## src/rtl/cpu_phase_ctrl.sv

```systemverilog
// cpu_phase_ctrl: multi-cycle sequencer for the 16-bit CPU.
// Steps every instruction through FETCH / DECODE / EXEC / [MEM] / WB. It
// generates the datapath strobes, latches the ALU {S,Z,C,V} code into a flag
// register, resolves branches, stalls on the memory ready handshake, and
// handles HLT and restart.
//
// Ports:
//   clk        system clock, rising edge
//   rst_n      asynchronous active-low reset
//   run        start/resume pulse, honoured only in IDLE or HALT
//   instr      current instruction register contents
//   alu_code   {S,Z,C,V} from the ALU for the current instruction
//   mem_ready  memory completes the current access this cycle
//   ir_we      load instruction register (FETCH with mem_ready)
//   pc_we      update PC (WB)
//   pc_sel     PC source: 0 = PC+1, 1 = branch target
//   reg_we     register file write (WB)
//   mem_re     memory read request (fetch or LD)
//   mem_we     memory write request (ST)
//   flags      registered {S,Z,C,V}
//   busy       high in every state except IDLE and HALT
//   halted     high in HALT
//   phase      state encoding IDLE=0 .. HALT=6
//   retired    count of instructions completing WB (wraps)
module cpu_phase_ctrl #(
  parameter int CNT_W = 16
) (
  input  logic             clk,
  input  logic             rst_n,
  input  logic             run,
  input  logic [15:0]      instr,
  input  logic [3:0]       alu_code,
  input  logic             mem_ready,
  output logic             ir_we,
  output logic             pc_we,
  output logic             pc_sel,
  output logic             reg_we,
  output logic             mem_re,
  output logic             mem_we,
  output logic [3:0]       flags,
  output logic             busy,
  output logic             halted,
  output logic [2:0]       phase,
  output logic [CNT_W-1:0] retired
);

  typedef enum logic [2:0] {
    IDLE   = 3'd0,
    FETCH  = 3'd1,
    DECODE = 3'd2,
    EXEC   = 3'd3,
    MEM    = 3'd4,
    WB     = 3'd5,
    HALT   = 3'd6
  } state_t;

  state_t           state_r;
  state_t           state_nxt_s;
  logic [3:0]       flags_r;
  logic [CNT_W-1:0] retired_r;

  logic is_ld_s;
  logic is_st_s;
  logic is_hlt_s;
  logic sets_flags_s;
  logic reg_write_s;
  logic taken_s;

  // instr[3:0] carries register fields that only the datapath uses
  logic unused_s;
  assign unused_s = ^instr[3:0];

  // Instructions whose ALU result updates {S,Z,C,V}
  function automatic logic dec_sets_flags(input logic [15:0] ins);
    logic r;
    r = 1'b0;
    case (ins[15:14])
      2'b11: begin
        case (ins[7:4])
          4'b0000, 4'b0001, 4'b0010, 4'b0011, 4'b0100, 4'b0101,
          4'b1000, 4'b1001, 4'b1010, 4'b1011: r = 1'b1;
          default: r = 1'b0;
        endcase
      end
      2'b10: begin
        case (ins[13:11])
          3'b001, 3'b010: r = 1'b1;
          default:        r = 1'b0;
        endcase
      end
      default: r = 1'b0;
    endcase
    return r;
  endfunction

  // Instructions that write a destination register in WB
  function automatic logic dec_reg_write(input logic [15:0] ins);
    logic r;
    r = 1'b0;
    case (ins[15:14])
      2'b00: r = 1'b1;
      2'b11: begin
        case (ins[7:4])
          4'b0000, 4'b0001, 4'b0010, 4'b0011, 4'b0100, 4'b0110,
          4'b1000, 4'b1001, 4'b1010, 4'b1011, 4'b1100: r = 1'b1;
          default: r = 1'b0;
        endcase
      end
      2'b10: begin
        case (ins[13:11])
          3'b000, 3'b001, 3'b010: r = 1'b1;
          default:                r = 1'b0;
        endcase
      end
      default: r = 1'b0;
    endcase
    return r;
  endfunction

  // Branch resolution against the registered flags {S,Z,C,V}
  function automatic logic dec_taken(input logic [15:0] ins, input logic [3:0] fl);
    logic r;
    logic s_xor_v;
    r       = 1'b0;
    s_xor_v = fl[3] ^ fl[0];
    if (ins[15:14] == 2'b10 && ins[13:11] == 3'b100) begin
      r = 1'b1;
    end else if (ins[15:14] == 2'b10 && ins[13:11] == 3'b111) begin
      case (ins[10:8])
        3'b000:  r = fl[2];
        3'b001:  r = s_xor_v;
        3'b010:  r = fl[2] | s_xor_v;
        3'b011:  r = ~fl[2];
        default: r = 1'b0;
      endcase
    end else begin
      r = 1'b0;
    end
    return r;
  endfunction

  // Instruction decode of the current instruction register
  always_comb begin
    is_ld_s      = (instr[15:14] == 2'b00);
    is_st_s      = (instr[15:14] == 2'b01);
    is_hlt_s     = (instr[15:14] == 2'b11) && (instr[7:4] == 4'b1111);
    sets_flags_s = dec_sets_flags(instr);
    reg_write_s  = dec_reg_write(instr);
    taken_s      = dec_taken(instr, flags_r);
  end

  // State register
  always_ff @(posedge clk or negedge rst_n) begin
    if (!rst_n) begin
      state_r <= IDLE;
    end else begin
      state_r <= state_nxt_s;
    end
  end

  // Next-state and strobe generation
  always_comb begin
    state_nxt_s = state_r;
    ir_we       = 1'b0;
    pc_we       = 1'b0;
    pc_sel      = 1'b0;
    reg_we      = 1'b0;
    mem_re      = 1'b0;
    mem_we      = 1'b0;
    busy        = 1'b1;
    halted      = 1'b0;
    case (state_r)
      IDLE: begin
        busy = 1'b0;
        if (run) begin
          state_nxt_s = FETCH;
        end else begin
          state_nxt_s = IDLE;
        end
      end
      FETCH: begin
        mem_re = 1'b1;
        // wait states are unbounded; the IR only loads on the ready cycle
        if (mem_ready) begin
          ir_we       = 1'b1;
          state_nxt_s = DECODE;
        end else begin
          state_nxt_s = FETCH;
        end
      end
      DECODE: begin
        state_nxt_s = EXEC;
      end
      EXEC: begin
        if (is_ld_s || is_st_s) begin
          state_nxt_s = MEM;
        end else begin
          state_nxt_s = WB;
        end
      end
      MEM: begin
        // request held stable until the memory accepts it
        mem_re = is_ld_s;
        mem_we = is_st_s;
        if (mem_ready) begin
          state_nxt_s = WB;
        end else begin
          state_nxt_s = MEM;
        end
      end
      WB: begin
        pc_we  = 1'b1;
        reg_we = reg_write_s;
        pc_sel = taken_s;
        if (is_hlt_s) begin
          state_nxt_s = HALT;
        end else begin
          state_nxt_s = FETCH;
        end
      end
      HALT: begin
        busy   = 1'b0;
        halted = 1'b1;
        if (run) begin
          state_nxt_s = FETCH;
        end else begin
          state_nxt_s = HALT;
        end
      end
      default: begin
        busy        = 1'b0;
        state_nxt_s = IDLE;
      end
    endcase
  end

  // Condition-code register; loads at the end of EXEC so a following
  // Bcc already sees the new flags in its own WB
  always_ff @(posedge clk or negedge rst_n) begin
    if (!rst_n) begin
      flags_r <= 4'b0000;
    end else if (state_r == EXEC && sets_flags_s) begin
      flags_r <= alu_code;
    end else begin
      flags_r <= flags_r;
    end
  end

  // Retired-instruction counter, wraps naturally
  always_ff @(posedge clk or negedge rst_n) begin
    if (!rst_n) begin
      retired_r <= {CNT_W{1'b0}};
    end else if (state_r == WB) begin
      retired_r <= retired_r + {{(CNT_W-1){1'b0}}, 1'b1};
    end else begin
      retired_r <= retired_r;
    end
  end

  assign flags   = flags_r;
  assign phase   = state_r;
  assign retired = retired_r;

endmodule

```

## config.mk

```make
export PLATFORM = sky130hd
export DESIGN_NAME = cpu_phase_ctrl
export DESIGN_NICKNAME = d
export VERILOG_FILES = /design/src/rtl/cpu_phase_ctrl.sv
export SDC_FILE = /design/constraint.sdc
export NUM_CORES = 1
export LEC_CHECK = 0
export CAP_MARGIN = 20
export CORE_MARGIN = 2
export CORE_UTILIZATION = 45
export CTS_CLUSTER_DIAMETER = 200
export DETAILED_ROUTE_END_ITERATION = 16
export PLACE_DENSITY = 0.82
export SLEW_MARGIN = 20
export SYNTH_ARGS = -nofsm -noshare
export SYNTH_HDL_FRONTEND = slang
export SYNTH_SLANG_ARGS = --single-unit
```

## constraint.sdc

```tcl
create_clock -name clk -period 2.7 [get_ports clk]
set_input_delay 0.54 -clock clk [delete_from_list [all_inputs] [get_ports clk]]
set_output_delay 0.54 -clock clk [all_outputs]
set_load 0.01 [all_outputs]
```

==> results.json, run 1 <==
{
  "place_congestion": 0.8306,
  "antenna_found_initial": 0,
  "synth_seq_cells": 23,
  "clockBufferDepth": 2,
  "clock_tree.root_cell": "clkbuf_4",
  "worst-slew-pin-transition_ns": 0.3181,
  "fin_skew_ns": 0.004504,
  "worst_path_largest_cell_delay_ns": 0.55,
  "end_kind": "primary output",
  "yosysWarnings": 0,
  "r2r-end": "flags[2]$_DFFE_PN0P_",
  "ff_latch_area_um2": 576.8,
  "coreArea_mm2": 0.002710,
  "hp-class": "reg2reg",
  "ys.flop_type": "dfrtp_1",
  "vias": 1093,
  "wl_per_cell_um": 13.90,
  "maxCapViolations": 0,
  "reg2reg_depth": 4,
  "yosysSeqAreaShare": 0.4577,
  "die_h_um": 56.86,
  "arrival_ns": 2.07,
  "clk_pin_slew_worst_paths_ns": 0.12,
  "seqPwrFrac": 0.432,
  "p_clk_frac": 0.125,
  "grt_usage": 0.1857,
  "tns_ns": 0,
  "max_clock_freq_ghz": 0.3827,
  "synth_cells": 121,
  "grt_pass1_wl_um": 4781,
  "fin_util": 0.6727,
  "crit_path_top_delay_cell": "clkdlybuf4s50_1",
  "synth.most_common_cell": "dfrtp_1",
  "mappedNetlistArea_mm2": 0.001257,
  "areaGrowthSynthToFinish_pct": 44.98,
  "ir_drop_mv": 0.5827,
  "grt_max_degree": 24,
  "synth-edff-count": 0,
  "drive_gt1_frac": 0.07471,
  "drtAntennaViolNets": 0,
  "cpLargestDelayFamily": "buffers and inverters",
  "hpwl_um": 2180,
  "hold_path_depth": 1,
  "timing.final.crit_share": 0.9678,
  "p_leak_nw": 0.8168,
  "placed_area_mm2": 0.001792,
  "syn_nets": 146,
  "grt_pass1_vias": 1086,
  "synth_top_area_share": 0.4577,
  "setup_violations": 0,
  "slew_violations": 0,
  "critPathMaxFanout": 6,
  "fin_crit_ns": 2.613,
  "rrSetupSlack_ns": 1.14,
  "slew_headroom": 0.7863,
  "die_x_um": 56.86,
  "hold_path.startpoint": "retired[15]$_DFFE_PN0P_",
  "cts_num_sinks": 23,
  "r2r-start": "phase[2]$_DFF_PN0_",
  "antenna_cells": 0,
  "status": "finished clean",
  "critPathBufInv": 2,
  "min_to": "retired[15]$_DFFE_PN0P_",
  "cts_tree": "done",
  "fill_cells": 236,
  "grt_overflow": 0,
  "multi_input_area_um2": 659.4,
  "hold_viol_final": 0,
  "nNetsFinal": 200,
  "crit_top_cell": "clkdlybuf4s50_1",
  "htreeDepth": 1,
  "power_density_mw_per_mm2": 683.7,
  "drt_iter0_drc": 28,
  "p_sw_uw": 448.2,
  "switching_share": 0.3596,
  "setup.worst_path.start_class": "primary input",
  "synth_top_area_cell": "dfrtp_1",
  "dr.pass1.iters": 4,
  "ios": 55,
  "ys_top_cells_by_area": "dfrtp_1, xnor2_1, xor2_1",
  "rsz0062_at_grt": "no",
  "fin_hold_ws_ns": 0.4878,
  "async_reset_ff_frac": 1.000,
  "dieArea_mm2": 0.003233,
  "cp_cell_sequence": "clkdlybuf4s50_1 > nor3_2 > nand2b_1 > a21oi_1 > clkdlybuf4s50_1",
  "port_buffers": 50,
  "post_cts_buffers": 0,
  "insertion_delay_ns": 0.31,
  "yosysUniqueCellTypes": 34,
  "synth.avg_cell_area_um2": 10.39,
  "fin_area_mm2": 0.001823,
  "combPwrFrac": 0.443,
  "crit_type": "in2out",
  "via_per_inst": 5.332,
  "num_rows": 19,
  "ys_top_cells_by_count": "dfrtp_1, nand2_1, xnor2_1, xor2_1",
  "drc": 0,
  "wl_um": 2850,
  "numCtsBuffers": 3,
  "crit_required_ns": 2.16,
  "initial_core_util": 0.4640,
  "p_int_uw": 798.2
}
-- registers in the layout, summed over array words and instances (netlist names) --
signal / cells
flags: 4
phase: 3
retired: 16
-- timing repair --
item / CTS / global route
hold buffers: 0 / 0
resized for setup: 1 / 2
pin swaps: 1 / 0
endpoints found under the setup margin: 1 / 2
-- layout by cell type, fill, tap and decap left out, types with 2 or more instances in the layout --
master and count:
clkbuf_4 3, a211oi_1 2, xor2_1 8, nor3_2 3
xnor2_1 9, inv_1 4, mux2_1 4, clkdlybuf4s50_1 49
nor3_1 2, nor4_4 2, nand2_1 12, a21oi_1 5
nand4_1 4, nand2b_1 2, nand3_1 6, nor2_1 6
dfrtp_1 22, nor2b_1 4, and3_1 3, o21ai_0 6
-- worst reg2reg max path, cell delays in order, from the launching register on --
cell	delay [ns]
dfrtp_1	0.49
inv_1	0.21
nand3_1	0.15
a21oi_2	0.25
mux2_1	0.35
-- through the flow --
stage	worst slack [ns]	instances	total power, mW
3_5_place_dp	-0.07043	201	1.097
4_1_cts	0.04147	205	1.254
3_3_place_gp	-0.03597	201	1.075
6_report	0.08694	205	1.246
5_1_grt	0.02001	205	1.329
2_1_floorplan	0.9648	121	0.7944
-- final cells by class --
class | count | share of cell area
multi-input cells | 92 | 0.3617
repair buffers | 51 | 0.2780
clock buffers | 4 | 0.01441
flip-flops and latches | 23 | 0.3164
well taps | 31 | 0.02128
inverters | 4 | 0.008236
-- power groups by stage --
stage | logic, mW | clock network (mW) | registers (mW)
detailed placement | 0.556 | 0 | 0.541
CTS | 0.558 | 0.163 | 0.533
finish | 0.552 | 0.156 | 0.538
global placement | 0.541 | 0 | 0.534
floorplan | 0.254 | 0 | 0.541
global route | 0.597 | 0.177 | 0.555
-- cell families after synthesis --
kind of cell | Yosys count | synth area share
xor gates and xnor gates | 17 | 0.1184
and+or+nand+nor | 49 | 0.2458
AOI/OAI and AO/OA | 20 | 0.1025
buffers and inverters | 6 | 0.02189
DFF | 23 | 0.4577
muxes | 5 | 0.04378
adders and majority gates | 1 | 0.009949
-- layer usage --
metal	part of all wire	up-vias	track usage	routed length, µm
li1	-	533	-	-
met2	0.48	47	0.3223	1378
met4	0.011	0	0.06645	32
met3	0.079	3	0.04378	224
met1	0.43	510	0.2235	1213
met5	0	-	0	0
-- worst max-delay path by stage --
stage	slack [ns]	to	startpoint	cells past startpoint
2_1_floorplan	0.96	pc_sel	phase[1]$_DFF_PN0_	3
3_3_place_gp	-0.04	pc_sel	instr[9]	6
3_5_place_dp	-0.07	pc_sel	instr[9]	6
4_1_cts	0.04	reg_we	phase[0]$_DFF_PN0_	4
5_1_grt	0.02	reg_we	phase[1]$_DFF_PN0_	4
6_report	0.09	mem_re	instr[15]	5
Power figures use the tool's default switching activity.
==> run 2: changes to the inputs <==
--- a/config.mk
+++ b/config.mk
@@ -7,10 +7,10 @@
 export LEC_CHECK = 0
 export CAP_MARGIN = 20
 export CORE_MARGIN = 2
-export CORE_UTILIZATION = 45
+export CORE_UTILIZATION = 41
 export CTS_CLUSTER_DIAMETER = 200
 export DETAILED_ROUTE_END_ITERATION = 16
-export PLACE_DENSITY = 0.82
+export PLACE_DENSITY = 0.75
 export SLEW_MARGIN = 20
 export SYNTH_ARGS = -nofsm -noshare
 export SYNTH_HDL_FRONTEND = slang
==> constraint.sdc (replaced) <==
create_clock -name clk -period 3 [get_ports clk]
set_input_delay 0.6 -clock clk [delete_from_list [all_inputs] [get_ports clk]]
set_output_delay 0.6 -clock clk [all_outputs]
set_load 0.01 [all_outputs]
==> results.json, run 2 (synthesis results as in run 1) <==
{
  "status": "finished clean",
  "cp_num_cells": 6,
  "crit_path_top_delay_cell": "clkdlybuf4s50_1",
  "slew_headroom": 0.6679,
  "post_cts_buffers": 0,
  "ios": 55,
  "clock_tree.root_cell": "clkbuf_4",
  "die_x_um": 59.38,
  "layout_common_cells": "clkdlybuf4s50_1, dfrtp_1, nand2_1",
  "drive_gt1_frac": 0.06358,
  "layout_commonest_cell": "clkdlybuf4s50_1",
  "rrSetupSlack_ns": 1.37,
  "rsz0062_at_grt": "no",
  "power_density_mw_per_mm2": 612.2,
  "via_per_inst": 5.218,
  "coreArea_mm2": 0.002978,
  "critPathMaxFanout": 2,
  "grt_usage": 0.1661,
  "hp-class": "in2async",
  "cts_tree": "done",
  "drt_iter0_drc": 35,
  "cp-endpoint": "pc_sel",
  "num_rows": 20,
  "clk_pin_slew_worst_paths_ns": 0.12,
  "end_kind": "primary output",
  "grt_max_degree": 24,
  "insertion_delay_ns": 0.30,
  "fin_ws_ns": 0.1018,
  "dr.pass1.iters": 4,
  "crit_top_cell": "clkdlybuf4s50_1",
  "critPathBufInv": 2,
  "hpwl_um": 2189,
  "htreeDepth": 1,
  "drtAntennaViolNets": 0,
  "largest_register_ffs": 16,
  "hold_viol_final": 0,
  "antenna_found_initial": 0,
  "worst_path_largest_cell_delay_ns": 0.53,
  "wl_um": 2801,
  "areaGrowthSynthToFinish_pct": 43.78,
  "maxCapViolations": 0,
  "numCtsBuffers": 3,
  "setup.worst_path.start_class": "primary input",
  "tns_ns": 0,
  "port_buffers": 50,
  "drc": 0,
  "arrival_ns": 2.30,
  "crit_type": "in2out",
  "crit_required_ns": 2.40,
  "ir_drop_mv": 0.2084,
  "r2r-start": "phase[0]$_DFF_PN0_",
  "timing.final.crit_share": 0.9661,
  "cts_resized": 0,
  "vias": 1075,
  "worst-slew-pin-transition_ns": 0.4982,
  "max_clock_freq_ghz": 0.3450,
  "cts_num_sinks": 23,
  "setup_violations": 0,
  "p_leak_nw": 0.8070,
  "grt_overflow": 0,
  "r2r-end": "retired[15]$_DFFE_PN0P_",
  "antenna_cells": 0,
  "fin_crit_ns": 2.898,
  "cp_cell_sequence": "clkdlybuf4s50_1 > nor2b_1 > o21ai_0 > a211oi_1 > o2111a_1 > clkdlybuf4s50_1",
  "slew_violations": 0,
  "reg2reg_depth": 4,
  "holdBufCountCts": 0,
  "nNetsFinal": 199,
  "grt_pass1_vias": 1094,
  "dieArea_mm2": 0.003526,
  "initial_core_util": 0.4223,
  "pre_cts_ws_ns": 0.08905,
  "cpLargestDelayFamily": "buffers and inverters",
  "place_congestion": 0.7923,
  "clockBufferDepth": 2,
  "fin_skew_ns": 0.01002,
  "grt_pass1_wl_um": 4512,
  "wl_per_cell_um": 13.60,
  "die_h_um": 59.38,
  "critPathLaunch": "instr[9]"
}
-- run 2: changes by cell type in the layout (fill, tap and decap cells not counted), sizes merged --
cell,delta
dlygate4sd2,-1
-- run 2: final cells by class --
class,count,area [µm²]
Clock buffer,4,26.28
Inverter,4,15.01
Fill cell,281,1170
Timing Repair Buffer,50,495.5
Multi-Input combinational cell,92,654.4
Tap cell,33,41.29
Sequential cell,23,575.6
-- run 2: where the power goes --
group | internal, mW | switching, mW
registers | 0.379 | 0.104
logic | 0.283 | 0.205
clock network | 0.0517 | 0.0839
total | 0.714 | 0.393
-- run 2: stage by stage --
stage,instance area (µm²),utilization,power (mW),std cells,hold slack (ns)
after floorplan,1257,-,0.7149,121,0.3044
after global placement,1787,0.6000,0.9690,202,0.4632
after detailed placement,1787,0.6000,0.9841,202,0.4701
after CTS,1813,0.6088,1.119,206,0.4912
after global routing,1808,0.6071,1.186,206,0.2703
final,1808,0.6071,1.107,206,0.2423
-- run 2: worst min-delay path by stage --
stage | end | slack, ns | from
after detailed placement | retired[15]$_DFFE_PN0P_ | 0.47 | retired[15]$_DFFE_PN0P_
final | retired[10]$_DFFE_PN0P_ | 0.24 | rst_n
after global routing | retired[12]$_DFFE_PN0P_ | 0.27 | rst_n
after floorplan | flags[0]$_DFFE_PN0P_ | 0.30 | rst_n
after CTS | retired[15]$_DFFE_PN0P_ | 0.49 | retired[15]$_DFFE_PN0P_
after global placement | retired[15]$_DFFE_PN0P_ | 0.46 | retired[15]$_DFFE_PN0P_
-- run 2: layer usage --
metal  routed length [µm]  track usage  vias to the layer above
met5                    0            0                        -
met2                 1330       0.2716                       40
li1                     -            -                      532
met3                  190      0.03275                        2
met4                   10      0.05519                        0
met1                 1270       0.2199                      501
